--- src/rtl/instr_aligner_pkg.sv ---
// Shared types and defaults for the instruction aligner and the
// scanner-side consumers of aligned instructions.
package instr_aligner_pkg;

  // Default halfword buffer capacity. Must be at least 4 and even.
  localparam int INSTR_ALIGN_DEPTH_HW = 4;

  // One aligned instruction as handed to the scanner.
  typedef struct packed {
    logic [31:0] instr;
    logic [63:0] addr;
    logic        is_rvc;
  } aligned_instr_t;

  // Compressed-instruction test, identical to the scanner's rule.
  function automatic logic is_rvc_hw(input logic [15:0] hw);
    return hw[1:0] != 2'b11;
  endfunction

endpackage

--- src/rtl/instr_aligner.sv ---
// Instruction aligner: buffers fetch halfwords in a shift register and
// presents one instruction per handshake, starting at bit 0, stitching
// 32-bit instructions that straddle two fetch words.
//
// Handshakes: a transfer happens on a rising edge where valid and ready
// are both high. fetch_ready_o depends only on the buffered count and
// flush_i; instr_valid_o depends only on buffered state and flush_i, so
// there is no combinational path from the fetch side to the instruction
// side. Both are low in a flush cycle.
module instr_aligner
  import instr_aligner_pkg::*;
#(
  parameter int DEPTH_HW = INSTR_ALIGN_DEPTH_HW
) (
  input  logic        clk_i,
  input  logic        rst_ni,
  input  logic        flush_i,
  input  logic        fetch_valid_i,
  output logic        fetch_ready_o,
  input  logic [31:0] fetch_data_i,
  input  logic [63:0] fetch_addr_i,
  output logic        instr_valid_o,
  input  logic        instr_ready_i,
  output logic [31:0] instr_o,
  output logic [63:0] instr_addr_o,
  output logic        instr_is_rvc_o
);

  localparam int CW = $clog2(DEPTH_HW + 1);

  logic [15:0]    hw_q   [DEPTH_HW];
  logic [15:0]    hw_d   [DEPTH_HW];
  logic [15:0]    hw_mid [DEPTH_HW];
  logic [15:0]    hw_ext [DEPTH_HW+2];
  logic [CW-1:0]  count_q, count_d, count_mid;
  logic [CW-1:0]  pop_n, push_n;
  logic [63:0]    head_addr_q, head_addr_d;
  logic [15:0]    first_hw;
  logic           head_rvc;
  logic           instr_fire, fetch_fire;
  aligned_instr_t out_instr;

  assign head_rvc = is_rvc_hw(hw_q[0]);

  // Ready ignores a same-cycle pop: room for a full word must already exist.
  assign fetch_ready_o = ~flush_i & (count_q <= CW'(DEPTH_HW - 2));

  // A 32-bit head needs both halves buffered before it is presented.
  assign instr_valid_o = ~flush_i & (count_q >= (head_rvc ? CW'(1) : CW'(2)));

  assign instr_fire = instr_valid_o & instr_ready_i;
  assign fetch_fire = fetch_valid_i & fetch_ready_o;

  // Build the outgoing instruction record from the head of the buffer.
  always_comb begin
    out_instr        = '0;
    out_instr.instr  = head_rvc ? {16'h0000, hw_q[0]} : {hw_q[1], hw_q[0]};
    out_instr.addr   = head_addr_q;
    out_instr.is_rvc = instr_valid_o & head_rvc;
  end

  assign instr_o        = out_instr.instr;
  assign instr_addr_o   = out_instr.addr;
  assign instr_is_rvc_o = out_instr.is_rvc;

  // Halfword counts removed and appended this cycle, and the resulting count.
  always_comb begin
    pop_n     = '0;
    push_n    = '0;
    if (instr_fire) pop_n  = head_rvc ? CW'(1) : CW'(2);
    if (fetch_fire) push_n = fetch_addr_i[1] ? CW'(1) : CW'(2);
    count_mid = count_q - pop_n;
    count_d   = count_mid + push_n;
  end

  // Shift out popped halfwords, then append the accepted fetch halfwords.
  always_comb begin
    first_hw = fetch_addr_i[1] ? fetch_data_i[31:16] : fetch_data_i[15:0];
    for (int i = 0; i < DEPTH_HW; i++) hw_ext[i] = hw_q[i];
    hw_ext[DEPTH_HW]   = '0;
    hw_ext[DEPTH_HW+1] = '0;
    for (int i = 0; i < DEPTH_HW; i++) begin
      case (pop_n)
        CW'(2):  hw_mid[i] = hw_ext[i+2];
        CW'(1):  hw_mid[i] = hw_ext[i+1];
        default: hw_mid[i] = hw_ext[i];
      endcase
    end
    for (int i = 0; i < DEPTH_HW; i++) begin
      hw_d[i] = hw_mid[i];
      if (fetch_fire && (CW'(i) == count_mid)) hw_d[i] = first_hw;
      if (fetch_fire && !fetch_addr_i[1] && (CW'(i) == count_mid + CW'(1)))
        hw_d[i] = fetch_data_i[31:16];
    end
  end

  // Head address advances past popped halfwords; an empty buffer restarts
  // at the address of the incoming fetch word.
  always_comb begin
    head_addr_d = head_addr_q + (64'(pop_n) << 1);
    if (fetch_fire && (count_mid == '0)) head_addr_d = fetch_addr_i;
  end

  // Buffer state: reset clears everything, flush empties but holds the address.
  always_ff @(posedge clk_i) begin
    if (!rst_ni) begin
      count_q     <= '0;
      head_addr_q <= '0;
      for (int i = 0; i < DEPTH_HW; i++) hw_q[i] <= '0;
    end else if (flush_i) begin
      count_q <= '0;
    end else begin
      count_q     <= count_d;
      head_addr_q <= head_addr_d;
      for (int i = 0; i < DEPTH_HW; i++) hw_q[i] <= hw_d[i];
    end
  end

endmodule

--- config.mk ---
export PLATFORM = sky130hd
export DESIGN_NAME = instr_aligner
export DESIGN_NICKNAME = d
export VERILOG_FILES = /design/src/rtl/instr_aligner_pkg.sv /design/src/rtl/instr_aligner.sv
export SDC_FILE = /design/constraint.sdc
export NUM_CORES = 1
export LEC_CHECK = 0
export ABC_AREA = 0
export BUFFER_PORTS_ARGS = -buffer_cell sky130_fd_sc_hd__buf_2
export CAP_MARGIN = 15
export CORE_MARGIN = 3
export CORE_UTILIZATION = 58
export CTS_CLUSTER_DIAMETER = 30
export CTS_CLUSTER_SIZE = 25
export DETAILED_ROUTE_END_ITERATION = 7
export PLACE_DENSITY = 0.85
export SYNTH_ARGS = -nofsm -noshare
export SYNTH_HDL_FRONTEND = slang
export SYNTH_SLANG_ARGS = --single-unit
--- constraint.sdc ---
create_clock -name clk_i -period 8.8 [get_ports clk_i]
set_input_delay 1.76 -clock clk_i [delete_from_list [all_inputs] [get_ports clk_i]]
set_output_delay 1.76 -clock clk_i [all_outputs]
set_load 0.005 [all_outputs]
# Word-level counts from Yosys, hierarchy flattened
# Memories as Yosys holds them, arrays and structs flattened.
# Cells that the tools add are included.
# totals
regBits	67
latch_bits	0
ramBits	64
romBits	0
in_bits	101
n_memories	1
# memory_table
memory	depth	word_bits	rd	rd_clocked_by_memory_dff	write_ports	line	text
hw_q	4	16	4	0	4	instr_aligner.sv:31	logic [15:0] hw_q [DEPTH_HW];
# classes
addsub	4
mul	0
div_mod_pow	0
order_cmp	2
n_eq_ne	9
shifts	0
n_mux	27
n_bitwise	11
n_reduce_logical	14
# op_table
operator	n
16-bit two-way mux	14
16-bit one-hot mux with 2 select lines	3
64-bit by 4-bit adder with 64-bit output	1
64-bit two-way mux	1
32-bit two-way mux	1
2-bit by 3-bit == test with 1-bit output, first input constant	4
1-bit logical AND	9
2-bit two-way mux	4
1-bit by 3-bit == test with 1-bit output, first input constant	2
3-bit zero test	2
1-bit AND	5
1-bit two-way mux	4
1-bit bitwise OR	4
2-bit OR reduction	2
3-bit by 1-bit adder with 3-bit output, second input constant	1
3-bit adder	1
3-bit by 1-bit == test with 1-bit output, second input constant	1
3-bit by 2-bit == test with 1-bit output, second input constant	1
3-bit >= comparator	1
3-bit by 2-bit less-or-equal comparator with 1-bit output, second input constant	1
3-bit subtractor	1
2-bit != test, second input constant	1
1-bit NOT	2
1-bit zero test	1

# Depth between registers and ports, before layout
# An unclocked memory read counts as a cell.
# logic_depth
ltp_word	13
depth_mapped	23

# Least setup slack after synthesis
# No wires, ideal clock.
# synth_timing
path_kind	input to register
startpoint	input flush_i
endpoint	memory hw_q[3][0], enable pin
t_arrival_ps	5510
t_required_ps	8389
setup_slack_ps	2879
path_stages	15
n_path_buf	4
cell_sequence	nand4bb_1 > clkbuf_1 > inv_1 > clkbuf_1 > buf_1 > ha_1 > inv_1 > fa_1 > clkbuf_1 > inv_1 > nor2_1 > ha_1 > nor2b_1 > a31oi_1 > o21ai_0
# synth_rtl
element	line	text
start: declaration	instr_aligner.sv:17	input logic flush_i,
end: declaration	instr_aligner.sv:31	

# Final worst setup path
# layout_timing
startpoint	input flush_i
endpoint	register head_addr_q[39] (netlist: instr_addr_o[39])
# layout_via
elab_chain_len	8
word_cells_on_any_way	11
# layout_lines
element	line	text
branches (longest 8 deep; another with 64-bit by 4-bit adder with 64-bit output)	-	
end signal: assignment	instr_aligner.sv:114	head_addr_q <= head_addr_d;
end: declaration	instr_aligner.sv:37	logic [63:0] head_addr_q, head_addr_d;
# Parallel ways; which one is timed is not known.
# A chain may end at the register's enable or synchronous reset.

==> flow_metrics.py <==
metrics = {
    "floorplan": {
        "die_h_um": 127,
        "coreArea_um2": 14100,
        "fp-row-count": 43,
        "die_area_um2": 16100,
        "die_x_um": 127,
        "pin_count": 200,
        "start_util_pct": 60.2,
    },
    "finish": {
        "syn_to_final_growth_pct": 17.5,
        "num_antenna_cells": 0,
        "drive_gt1_share_pct": 22.1,
        "fill_cells": 1155,
        "post-route-util_pct": 70.8,
        "fin_area_um2": 9970,
        "final_nets": 1289,
    },
    "min_path": {
        "hold_class": "reg -> reg",
    },
    "clocking": {
        "path_clk_slew_ns": 0.06,
        "clk_path_buf_depth": 2,
        "cts_tree": "yes",
        "cts_buffers": 17,
        "hold_buffers": 0,
        "htree_levels": 4,
        "clk_latency_ns": 0.43,
        "post_cts_buffers": 0,
        "cts_resized": 0,
        "root_buffer": "clkbuf_16",
        "numClockSinks": 131,
    },
    "drt": {
        "ant_nets": 0,
        "routed_via_density": 6.71,
        "dr_total_vias": 9198,
        "drtIter0Drc": 1315,
        "dr.pass1.iters": 8,
        "drcViolationCount": 0,
        "avgRoutedWirePerCell_um": 19.8,
        "totalWireLength_mm": 27.2,
    },
    "power_and_ir_drop": {
        "clock_power_share_pct": 38.9,
        "p_leak_nw": 3.97,
        "p_sw_share_pct": 28.9,
        "p_sw_uw": 502,
        "p_seq_share_pct": 43.7,
        "p_int_mw": 1.24,
        "pwr-share-comb_pct": 17.5,
        "p_per_area_nw_per_um2": 174,
        "power_mw": 1.74,
        "peakVddDrop_uv": 117,
    },
    "global_route": {
        "grt_pass1_vias": 8402,
        "antenna_found_initial": 0,
        "grt_usage_pct": 32.9,
        "grt_max_degree": 85,
        "grt_pass1_wl_mm": 43.2,
        "grt_overflow": 0,
    },
    "place": {
        "place.gp.congestion": 0.951,
        "place_area_um2": 9420,
        "portBuffers": 199,
        "dp_hpwl_mm": 18.5,
    },
    "yosys": {
        "synthXorXnorAreaFrac_pct": 0.516,
        "synthCells": 1036,
        "synthAdderAreaFrac_pct": 1.74,
        "synth_nets": 1147,
        "synth_mux_area_share_pct": 2.12,
        "seq_area_frac_synth_pct": 38.5,
        "synth_top_family_by_area": "simple AND/OR/NAND/NOR gates",
        "ys_types": 68,
        "synth_ff_type": "dfxtp_1",
        "async_reset_ff_share_pct": 0,
        "syn_area_um2": 8490,
        "synth_area_per_cell_um2": 8.19,
        "ys_ff_latch": 131,
        "yosysWarningCount": 0,
        "synth_compound_area_share_pct": 23.7,
        "synth_edf_count": 64,
        "synth-simple-area-share_pct": 27.8,
    },
    "critical_path": {
        "required_ns": 9.17,
        "slowest_stage": "or2_2",
        "path_cells": "buf_2, nand4bb_1, buf_4, inv_1, ha_1, inv_1, fa_1, nand4b_1, or2_2, nand2_1, or4_1, o21ai_0, a221o_1",
        "critPathCaptureType": "flop",
        "critPathMaxFanout": 57,
        "crit_buf_inv": 4,
        "worstSetupPathType": "in -> reg",
        "critPathTopFamily": "simple AND/OR/NAND/NOR gates",
        "crit_path_start_kind": "input pin",
        "cp_data_arrival_time_ns": 6.16,
        "crit_top_cell": "inv_1",
        "slowest_delay_ns": 0.88,
    },
    "sta": {
        "drv_slew": 0,
        "post-route-min-period_ns": 5.80,
        "finalClockSkew_ns": 0.00794,
        "fmax_mhz": 173,
        "hold_viol": 0,
        "rsz0062_at_grt": "no",
        "tns_ns": 0,
        "holdWs_ns": 0.467,
        "worst_slew_pin_slew_ns": 1.18,
        "period_share_pct": 65.9,
        "max-slew-margin-rel_pct": 21.1,
        "setup_viol": 0,
    },
    "run": {
        "max-cap-violations": 0,
    },
    "run_status": {
        "status": "complete, no violations",
    },
}
-- layout by cell type, fill, tap and decap left out, types with 14 or more instances in the layout --
cell type  count
buf_2        199
nand2_1      151
nor2_1       117
a21oi_1       83
dfxtp_1       67
edfxtp_1      64
nand4_1       39
a31oi_1       38
a221o_1       36
nand3_1       30
and3_1        29
o21ai_0       26
a22oi_1       24
nor3_1        24
a211oi_1      22
mux2i_1       18
clkbuf_16     18
inv_1         16
buf_4         14
-- worst paths after layout --
check	start	end	slack [ns]	cells past startpoint
hold / removal	instr_addr_o[0]	instr_addr_o[0]	0.47	2
setup / recovery	flush_i	instr_addr_o[39]	3.00	13
setup reg to reg	hw_q[0][1]	instr_addr_o[39]	3.10	16
hold reg to reg	instr_addr_o[0]	instr_addr_o[0]	0.47	2
-- registers in the layout (all words and copies together), names as in the netlist --
register,flops
instr_addr_o,64
count_q,3
hw_q,64
-- power groups by stage --
stage / combinational (mW) / sequential (mW) / clock, mW
6_report: 0.304 / 0.759 / 0.676
5_1_grt: 0.334 / 0.767 / 0.704
4_1_cts: 0.300 / 0.757 / 0.676
3_5_place_dp: 0.298 / 0.770 / 0
3_3_place_gp: 0.292 / 0.766 / 0
2_1_floorplan: 0.199 / 0.752 / 0
-- per-stage QoR --
stage | worst slack, ns | instances
floorplan | 2.88 | 1036
global placement | 2.87 | 1339
detailed placement | 2.76 | 1339
CTS | 3.14 | 1370
global route | 2.69 | 1370
finish | 3.00 | 1370
-- routing by layer --
metal / global-route usage, % / share of wire, %
met5: 0 / 0
met4: 15.2 / 3.7
met3: 6.48 / 11
met2: 53.3 / 47
met1: 42.7 / 38
-- cell families (layout without fill, tap and decap cells) --
group | Yosys count | in the layout
adders and majority gates | 10 | 10
muxes | 18 | 18
buffers and inverters | 108 | 262
and+or+nand+nor | 471 | 471
AOI/OAI and AO/OA | 293 | 293
DFF | 131 | 131
xor gates and xnor gates | 5 | 5
-- cell usage after synthesis, drive strengths merged (27+ instances only) --
cell type | count | area (um2)
nor2 | 118 | 443
edfxtp | 64 | 1920
a221o | 36 | 360
buf | 27 | 171
nand3 | 30 | 150
a31oi | 38 | 238
a21oi | 84 | 420
clkbuf | 63 | 236
nand2 | 152 | 573
and3 | 29 | 181
nand4 | 42 | 290
dfxtp | 67 | 1340
o21ai | 28 | 140
-- layout make-up --
type / count / area, um2 / area share [%]
inverter: 18 / 67.6 / 0.677
timing repair buffer: 213 / 1100 / 11.0
clock buffer: 26 / 500 / 5.02
clock inverter: 5 / 52.6 / 0.527
multi-input combinational: 797 / 4760 / 47.8
sequential: 131 / 3260 / 32.7
tap: 180 / 225 / 2.26
-- tightest hold or removal path, delay by kind of cell (launching register included) --
| family | cells | cell delay (ns) |
|---|---|---|
| AOI/OAI and AO/OA | 1 | 0.06 |
| and+or+nand+nor | 1 | 0.06 |
| DFF | 1 | 0.31 |
(Power assumes the default switching activity.)
